**src/rtl/vga_sync_decoder.sv**
```systemverilog
// rtl/vga_sync_decoder.sv - VGA HS/VS receiver: position recovery, geometry check, lock tracking
module vga_sync_decoder #(
  parameter int H_TOTAL      = 800,
  parameter int V_TOTAL      = 521,
  parameter int H_DISP_START = 144,
  parameter int H_DISP_END   = 784,
  parameter int V_DISP_START = 31,
  parameter int V_DISP_END   = 511,
  parameter int LOCK_FRAMES  = 2
) (
  input  logic       clk,
  input  logic       rst,
  input  logic       pix_en,
  input  logic       HS,
  input  logic       VS,
  output logic [9:0] col,
  output logic [9:0] row,
  output logic       in_display,
  output logic       locked,
  output logic       frame_err,
  output logic [7:0] err_count
);

  localparam logic [9:0] LP_H_LAST = 10'(H_TOTAL - 1);
  localparam logic [9:0] LP_V_LAST = 10'(V_TOTAL - 1);
  localparam logic [9:0] LP_H_DS   = 10'(H_DISP_START);
  localparam logic [9:0] LP_H_DE   = 10'(H_DISP_END);
  localparam logic [9:0] LP_V_DS   = 10'(V_DISP_START);
  localparam logic [9:0] LP_V_DE   = 10'(V_DISP_END);
  localparam logic [9:0] LP_CNT_MAX = 10'h3FF;
  localparam logic [7:0] LP_LOCK_N  = 8'(LOCK_FRAMES);

  typedef enum logic [1:0] {
    ST_SEARCH  = 2'd0,
    ST_ACQUIRE = 2'd1,
    ST_LOCKED  = 2'd2
  } state_t;

  // Synchronizer and sampled-sync registers (idle level of the syncs is 1)
  logic r_hs_s1, r_hs_s2, r_vs_s1, r_vs_s2;
  logic r_hs_q, r_vs_q;

  logic [9:0] r_col, r_row;
  state_t     r_state;
  logic [7:0] r_good_frames;
  logic       r_locked;
  logic       r_in_display;
  logic       r_frame_err;
  logic [7:0] r_err_count;

  logic       w_hs_fall, w_vs_fall;
  logic [9:0] w_col_nxt, w_row_nxt;
  logic       w_line_err, w_vert_err, w_geom_err;
  state_t     w_state_nxt;
  logic [7:0] w_good_nxt;
  logic       w_err_pulse;
  logic       w_window;

  // Two-flop synchronizers run every clk regardless of pix_en
  always_ff @(posedge clk or posedge rst) begin
    if (rst) begin
      r_hs_s1 <= 1'b1;
      r_hs_s2 <= 1'b1;
      r_vs_s1 <= 1'b1;
      r_vs_s2 <= 1'b1;
    end else begin
      r_hs_s1 <= HS;
      r_hs_s2 <= r_hs_s1;
      r_vs_s1 <= VS;
      r_vs_s2 <= r_vs_s1;
    end
  end

  // Previous-pixel sync levels, captured once per pixel period
  always_ff @(posedge clk or posedge rst) begin
    if (rst) begin
      r_hs_q <= 1'b1;
      r_vs_q <= 1'b1;
    end else if (pix_en) begin
      r_hs_q <= r_hs_s2;
      r_vs_q <= r_vs_s2;
    end
  end

  assign w_hs_fall = pix_en & ~r_hs_s2 & r_hs_q;
  assign w_vs_fall = pix_en & ~r_vs_s2 & r_vs_q;

  // Next counter values; a VS edge wins over the HS row increment
  always_comb begin
    w_col_nxt = r_col;
    w_row_nxt = r_row;
    if (w_hs_fall) begin
      w_col_nxt = 10'd0;
      w_row_nxt = (r_row == LP_CNT_MAX) ? r_row : r_row + 10'd1;
    end else begin
      w_col_nxt = (r_col == LP_CNT_MAX) ? r_col : r_col + 10'd1;
    end
    if (w_vs_fall) begin
      w_row_nxt = 10'd0;
    end
  end

  // Geometry violations; "reaches total" fires on the step that would land on the total
  always_comb begin
    w_line_err = 1'b0;
    w_vert_err = 1'b0;
    if (w_hs_fall) begin
      w_line_err = (r_col != LP_H_LAST);
    end else if (pix_en) begin
      w_line_err = (r_col == LP_H_LAST);
    end
    if (w_vs_fall) begin
      w_vert_err = (r_row != LP_V_LAST);
    end else if (w_hs_fall) begin
      w_vert_err = (r_row == LP_V_LAST);
    end
    w_geom_err = w_line_err | w_vert_err;
  end

  // Lock FSM next-state logic; only one error pulse per pixel even if both checks fail
  always_comb begin
    w_state_nxt = r_state;
    w_good_nxt  = r_good_frames;
    w_err_pulse = 1'b0;
    case (r_state)
      ST_SEARCH: begin
        if (w_vs_fall) begin
          w_state_nxt = ST_ACQUIRE;
          w_good_nxt  = 8'd0;
        end
      end
      ST_ACQUIRE: begin
        if (w_geom_err) begin
          w_state_nxt = ST_SEARCH;
          w_err_pulse = 1'b1;
        end else if (w_vs_fall) begin
          w_good_nxt = r_good_frames + 8'd1;
          if ((r_good_frames + 8'd1) >= LP_LOCK_N) begin
            w_state_nxt = ST_LOCKED;
          end
        end
      end
      ST_LOCKED: begin
        if (w_geom_err) begin
          w_state_nxt = ST_SEARCH;
          w_err_pulse = 1'b1;
        end
      end
      default: begin
        w_state_nxt = ST_SEARCH;
      end
    endcase
  end

  assign w_window = (w_col_nxt >= LP_H_DS) && (w_col_nxt < LP_H_DE) &&
                    (w_row_nxt >= LP_V_DS) && (w_row_nxt < LP_V_DE);

  // Position counters advance once per pixel
  always_ff @(posedge clk or posedge rst) begin
    if (rst) begin
      r_col <= 10'd0;
      r_row <= 10'd0;
    end else if (pix_en) begin
      r_col <= w_col_nxt;
      r_row <= w_row_nxt;
    end
  end

  // FSM state and good-frame counter
  always_ff @(posedge clk or posedge rst) begin
    if (rst) begin
      r_state       <= ST_SEARCH;
      r_good_frames <= 8'd0;
    end else begin
      r_state       <= w_state_nxt;
      r_good_frames <= w_good_nxt;
    end
  end

  // Registered status: locked and the error pulse change on the same edge
  always_ff @(posedge clk or posedge rst) begin
    if (rst) begin
      r_locked    <= 1'b0;
      r_frame_err <= 1'b0;
    end else begin
      r_locked    <= (w_state_nxt == ST_LOCKED);
      r_frame_err <= w_err_pulse;
    end
  end

  // Visible-window flag built from the updated counters so it aligns with col/row
  always_ff @(posedge clk or posedge rst) begin
    if (rst) begin
      r_in_display <= 1'b0;
    end else if (pix_en) begin
      r_in_display <= (w_state_nxt == ST_LOCKED) && w_window;
    end
  end

  // Saturating error counter, cleared only by reset
  always_ff @(posedge clk or posedge rst) begin
    if (rst) begin
      r_err_count <= 8'd0;
    end else if (w_err_pulse && (r_err_count != 8'hFF)) begin
      r_err_count <= r_err_count + 8'd1;
    end
  end

  assign col        = r_col;
  assign row        = r_row;
  assign in_display = r_in_display;
  assign locked     = r_locked;
  assign frame_err  = r_frame_err;
  assign err_count  = r_err_count;

endmodule

```
**config.mk**
```make
export PLATFORM = sky130hd
export DESIGN_NAME = vga_sync_decoder
export DESIGN_NICKNAME = d
export VERILOG_FILES = /design/src/rtl/vga_sync_decoder.sv
export SDC_FILE = /design/constraint.sdc
export NUM_CORES = 1
export LEC_CHECK = 0
export BUFFER_PORTS_ARGS = -buffer_cell sky130_fd_sc_hd__buf_4
export CAP_MARGIN = 15
export CORE_MARGIN = 10
export CORE_UTILIZATION = 58
export DETAILED_ROUTE_END_ITERATION = 12
export PLACE_DENSITY_LB_ADDON = 0.2
export RECOVER_POWER = 25
export SLEW_MARGIN = 20
export SYNTH_ARGS = -nofsm -noshare
export SYNTH_HDL_FRONTEND = slang
export SYNTH_SLANG_ARGS = --single-unit
```
**constraint.sdc**
```tcl
create_clock -name clk -period 3.1 [get_ports clk]
set_clock_uncertainty 0.05 [all_clocks]
set_input_delay 0.93 -clock clk [delete_from_list [all_inputs] [get_ports clk]]
set_output_delay 0.93 -clock clk [all_outputs]
set_load 0.01 [all_outputs]
```
==> results of run 1 <==
registers in the layout, summed over array words and instances (netlist names):
| register | count |
|---|---|
| r_hs_q | 1 |
| r_hs_s2 | 1 |
| err_count | 8 |
| in_display | 1 |
| locked | 1 |
| r_vs_s2 | 1 |
| r_state | 2 |
| r_hs_s1 | 1 |
| r_vs_s1 | 1 |
| frame_err | 1 |
| col | 10 |
| r_vs_q | 1 |
| r_good_frames | 8 |
| row | 10 |
power by group through the flow:
stage / logic [mW] / clock network, mW / registers [mW]
2_1_floorplan: 0.349 / 0 / 0.858
3_3_place_gp: 0.568 / 0 / 0.846
3_5_place_dp: 0.579 / 0 / 0.853
4_1_cts: 0.584 / 0.470 / 0.842
5_1_grt: 0.647 / 0.499 / 0.861
6_report: 0.574 / 0.459 / 0.843
final cells by class:
cell class                      instances  share of cell area
Clock inverter                          3              0.0139
Sequential cell                        47               0.354
Timing Repair Buffer                   43              0.0944
Clock buffer                            5              0.0206
Multi-Input combinational cell        230               0.468
Tap cell                               67              0.0251
Inverter                               21              0.0236
per-layer routing:
metal,GRT usage,vias up,share of wire
met4,0.0517,0,0.015
met3,0.0333,9,0.052
met1,0.192,1163,0.45
met2,0.265,54,0.48
met5,0,-,0
li1,-,1198,-
metrics by stage:
stage | total power, mW | cells | util | instance area, µm² | hold slack [ps]
2_1_floorplan | 1.21 | 311 | - | 2900 | 295
4_1_cts | 1.90 | 416 | 0.700 | 3350 | 313
3_3_place_gp | 1.41 | 408 | 0.676 | 3230 | 300
3_5_place_dp | 1.43 | 408 | 0.676 | 3230 | 300
5_1_grt | 2.01 | 416 | 0.698 | 3340 | 315
6_report | 1.88 | 416 | 0.698 | 3340 | 311
cell usage after synthesis, types with 3 or more instances:
library cell  count
nor2b_1           4
o21ai_0           7
nor2_1           23
nor4b_1           3
or4_1             4
a21oi_1          10
nand2_1          27
xnor2_1          10
dfstp_2           6
o31a_1            4
mux2_2            5
o21ai_1          12
o31ai_1           4
nor4_1            3
buf_2             5
nor3_1            9
inv_1            21
and3b_1           3
nand4_1           8
nand3_1          16
clkbuf_1          5
and2_1            5
or2_2             3
and4_1            4
ha_1             10
xor2_1            7
nand2b_1          3
dfrtp_1          41
a31oi_1           4
or3_1             3
and3_1            5
nor3_2            3
kinds of logic (layout without fill, tap and decap cells):
| family | Yosys count | in the layout | share of synthesized area |
|---|---|---|---|
| xor gates and xnor gates | 17 | 17 | 0.0513 |
| adders and majority gates | 10 | 10 | 0.0431 |
| AOI/OAI and AO/OA | 64 | 64 | 0.159 |
| muxes | 7 | 7 | 0.0263 |
| DFF | 47 | 47 | 0.408 |
| buffers and inverters | 34 | 72 | 0.0526 |
| and+or+nand+nor | 132 | 132 | 0.259 |
critical path: cells and delay by family (launching register included):
family | cells | cell delay, ps
flip-flops | 1 | 430
adder cells (fa/ha/maj) | 1 | 290
AO/OA/AOI/OAI | 3 | 330
AND/OR/NAND/NOR | 4 | 1400
worst paths after layout:
path | from | endpoint | cells past startpoint
max in group asynchronous | rst | r_good_frames[6] | 3
worst min-delay path | r_hs_s1 | r_hs_s2 | 0
min in group asynchronous | rst | err_count[4] | 2
worst max register to register | col[0] | r_good_frames[6] | 8
worst max-delay path | col[0] | r_good_frames[6] | 8
worst min register to register | r_hs_s1 | r_hs_s2 | 0
==> impl_metrics.ini, run 1 <==
[floorplanning]
ioPinCount = 36
num_rows = 25
die_area_um2 = 8230
initial_core_util = 0.606
dieHeight_um = 90.7
die_width_um = 90.7
core_um2 = 4790

[yosys]
netlist_area_um2 = 2900
synthCells = 311
synth_top_cell_area_share = 0.354
synth-seq-area-share = 0.408
synth-warning-count = 0
synth_enable_flop_cells = 0
syn-num-nets = 326
syn_avg_cell_area_um2 = 9.33
ys_seq_elements = 47
yosysTopAreaCell = dfrtp_1
synthFlopType = dfrtp_1
ys_async_sr_fraction = 1.00
synth_area_leaders = dfrtp_1, dfstp_2, ha_1, nand2_1, xnor2_1
ys_types = 60

[timing]
worstMarginPinSlew_ps = 1050
slew_headroom = 0.301
fin_crit_ps = 2610
finalCritPeriodShare = 0.842
setup_tns_ps = 0
fmax_mhz = 383
slew_viol_final = 0
worst_slack_ps = 489
rsz0062_at_grt = false
finalSetupViolations = 0
finalHoldViolations = 0

[clock_tree]
clkSlewWorstSetupHoldPaths_ps = 90
cts_buffers = 5
cts_buffer_depth = 2
post_cts_buffers = 0
insertion_delay_ps = 310
hold_buffers = 0
htree_levels = 2
ctsResizeCount = 0
ctsRootBufferMaster = clkbuf_8
cts_tree = done
clock_sink_count = 47

[route]
firstDrtPassIters = 4
ant_nets = 0
routed_wl_mm = 6.36
drtIter0Drc = 140
vias_per_cell = 5.83
vias = 2424
remaining_drc_errors = 0
wl_per_cell_um = 15.3

[global_route]
gr-total-overflow = 0
grt_max_degree = 22
grt_pass1_wl_mm = 11.1
track_usage = 0.157
grt_pass1_vias = 2384
antenna_found_initial = 0

[power]
p_leak_nw = 1.52
power.internal_mw = 1.23
combPwrFrac = 0.306
p_sw_frac = 0.346
p_clk_frac = 0.245
powerDensity_nw_per_um2 = 562
seqPwrFrac = 0.449
p_switching_mw = 0.649
ir_drop_v = 0.000468

[placement]
place.gp.congestion = 0.941
place_ws_ps = 199
hpwlAfterDp_mm = 4.74
portBuffers = 35

[worst_setup_path]
cp-start-kind = flop
critPathKind = reg -> reg
endpoint_kind = flop
path_cells = ha_1, nand4_1, nor3_2, a21oi_1, or4_1, nor2b_1, o21ai_0, o31ai_1
crit_fanout = 11
critPathMaxStageDelay_ps = 640
cp_slowest_cell = or4_1
reg2reg_slack_ps = 490
crit_required_ps = 3260
worstPathArrival_ps = 2770

[final_layout]
fillCellCount = 397
drive_gt1_frac = 0.221
multi_input_area_um2 = 1560
fin_nets = 363
seqCellArea_um2 = 1180
syn_to_final_growth_pct = 15.2
layout_commonest_cell = dfrtp_1
layout_common_cells = dfrtp_1, buf_4, nand2_1
n_antenna_cell = 0

[worst_hold_path]
hp-class = reg -> reg

[run_status]
status = completed

[job]
maxCapViolations = 0
No activity file was read; power rests on OpenSTA's default activity.
==> run 2, diff against run 1 <==
Settings changed: ABC_AREA set to 1.
Clock period 3.1 ns to 2.53 ns, I/O delays scaled along.
==> run 2 against run 1 <==
Effect of this change:
- final area rose by 0.11%
- sequential cell count stayed put
- wire length down 2.9%
- via count rose by 5.2%
- highest routed layer unchanged
- worst hold slack better by 2.0 ps
- global-route usage shrank 0.23 points
- critical path type is now in -> reg
==> impl_metrics.ini, run 2 <==
[run_status]
status = completed

[yosys]
ys_types = 34
synth-warning-count = 0
syn_avg_cell_area_um2 = 7.63
netlist_area_um2 = 2950
yosysTopAreaCell = dfrtp_1
ys_async_sr_fraction = 1.00
synthFlopType = dfrtp_1
synth_enable_flop_cells = 0
synth_area_leaders = dfrtp_1, nand2_1, inv_1, nand3_1, dfstp_2
syn-num-nets = 401
synth.most_common_cell = nand2_1
synth-seq-area-share = 0.402
synthTopCellsByCount = nand2_1, inv_1, nand3_1
ys_seq_elements = 47
synth_top_cell_area_share = 0.348
synthCells = 386

[timing]
finalSetupViolations = 0
slew_headroom = 0.474
worst_slack_ps = 373
rsz0062_at_grt = false
slew_viol_final = 0
finalCritPeriodShare = 0.852
worstMarginPinSlew_ps = 789
setup_tns_ps = 0
finalHoldViolations = 0
fmax_mhz = 464
fin_hold_ws_ps = 313
fin_crit_ps = 2160

[clock_tree]
ctsResizeCount = 0
insertion_delay_ps = 300
clock_sink_count = 47
cts_buffers = 5
ctsRootBufferMaster = clkbuf_8
hold_buffers = 0
post_cts_buffers = 0
cts_tree = done
cts_buffer_depth = 2
htree_levels = 2
clkSlewWorstSetupHoldPaths_ps = 90

[placement]
place.gp.congestion = 0.940
place_ws_ps = 122
portBuffers = 35
dp.cells = 485
hpwlAfterDp_mm = 4.87

[power]
ir_drop_v = 0.000477
powerDensity_nw_per_um2 = 699
p_leak_nw = 1.75

[worst_setup_path]
worstPathArrival_ps = 2310
reg2reg_slack_ps = 430
crit_start = pix_en
critPathKind = in -> reg
crit_end = in_display
rr_worst_depth = 13
r2r_end = in_display
endpoint_kind = flop
timing.rr.start = r_vs_s2
cp-start-kind = input port
crit_required_ps = 2680
crit_fanout = 13

[floorplanning]
num_rows = 25
initial_core_util = 0.612
ioPinCount = 36
core_um2 = 4820
dieHeight_um = 91.3
die_area_um2 = 8330
die_width_um = 91.3

[global_route]
grt_pass1_wl_mm = 11.2
gr-total-overflow = 0
antenna_found_initial = 0
grt_max_degree = 28
grt_pass1_vias = 2587
track_usage = 0.154

[worst_hold_path]
hp-class = reg -> reg

[final_layout]
stdcell_count = 493
fin_nets = 440
n_antenna_cell = 0
layout_commonest_cell = nand2_1
syn_to_final_growth_pct = 13.5
drive_gt1_frac = 0.197
layout_common_cells = nand2_1, inv_1, nand3_1

[route]
vias_per_cell = 5.17
remaining_drc_errors = 0
firstDrtPassIters = 4
ant_nets = 0
drtIter0Drc = 137
wl_per_cell_um = 12.5
routed_wl_mm = 6.18
vias = 2551

[job]
maxCapViolations = 0
run 2: layer usage:
metal  part of all wire  global-route usage  routed length, µm  up-vias
met3              0.054              0.0379                331        7
li1                   -                   -                  -     1300
met4             0.0095              0.0431                 59        0
met5                  0                   0                  0        -
met2               0.48               0.262               2950       59
met1               0.46               0.190               2840     1185
run 2: worst max-delay path, cell delays in order:
cell,delay [ps]
buf_4,140
nand2_1,180
nor2_8,60
inv_1,350
o21ai_0,170
inv_1,100
nand2_2,70
nor2_2,130
nand3_2,90
nor2_2,80
nor2_1,50
nand3_1,60
nand2_1,50
run 2: area by class of cell:
| cell class | count | area [µm²] |
|---|---|---|
| tap | 67 | 83.8 |
| clock inverter | 2 | 16.3 |
| timing repair buffer | 38 | 283 |
| sequential | 47 | 1180 |
| inverter | 60 | 225 |
| multi-input combinational | 273 | 1470 |
| clock buffer | 6 | 82.6 |
| fill | 410 | 1470 |
run 2: cells by family (layout without fill, tap and decap cells):
group | Yosys count | after routing | synth area share
multiplexers | 1 | 1 | 0.00382
buffers and inverters | 66 | 106 | 0.0968
AND/OR/NAND/NOR | 217 | 217 | 0.357
XOR/XNOR | 10 | 10 | 0.0297
AO/OA/AOI/OAI | 35 | 35 | 0.0688
adder cells (fa/ha/maj) | 10 | 10 | 0.0425
flip-flops | 47 | 47 | 0.402
run 2: worst min path at each step:
stage,from,endpoint,cells past startpoint
2_1_floorplan,r_hs_s1,r_hs_s2,0
3_3_place_gp,r_vs_s1,r_vs_s2,0
3_5_place_dp,r_vs_s1,r_vs_s2,0
4_1_cts,r_vs_s1,r_vs_s2,0
5_1_grt,r_vs_s1,r_vs_s2,0
6_report,r_vs_s1,r_vs_s2,0
run 2: power breakdown:
part | leakage (nW) | total [mW] | switching, mW | internal, mW
Combinational | 1.09 | 0.791 | 0.447 | 0.343
Sequential | 0.611 | 1.07 | 0.180 | 0.891
Clock | 0.0474 | 0.475 | 0.252 | 0.223
Total | 1.75 | 2.34 | 0.880 | 1.46
run 2: through the flow:
stage          utilization  area, µm²  total power, mW
2_1_floorplan            -       2950             1.59
3_3_place_gp         0.678       3270             1.86
3_5_place_dp         0.678       3270             1.89
4_1_cts              0.699       3370             2.37
5_1_grt              0.694       3340             2.53
6_report             0.694       3340             2.34
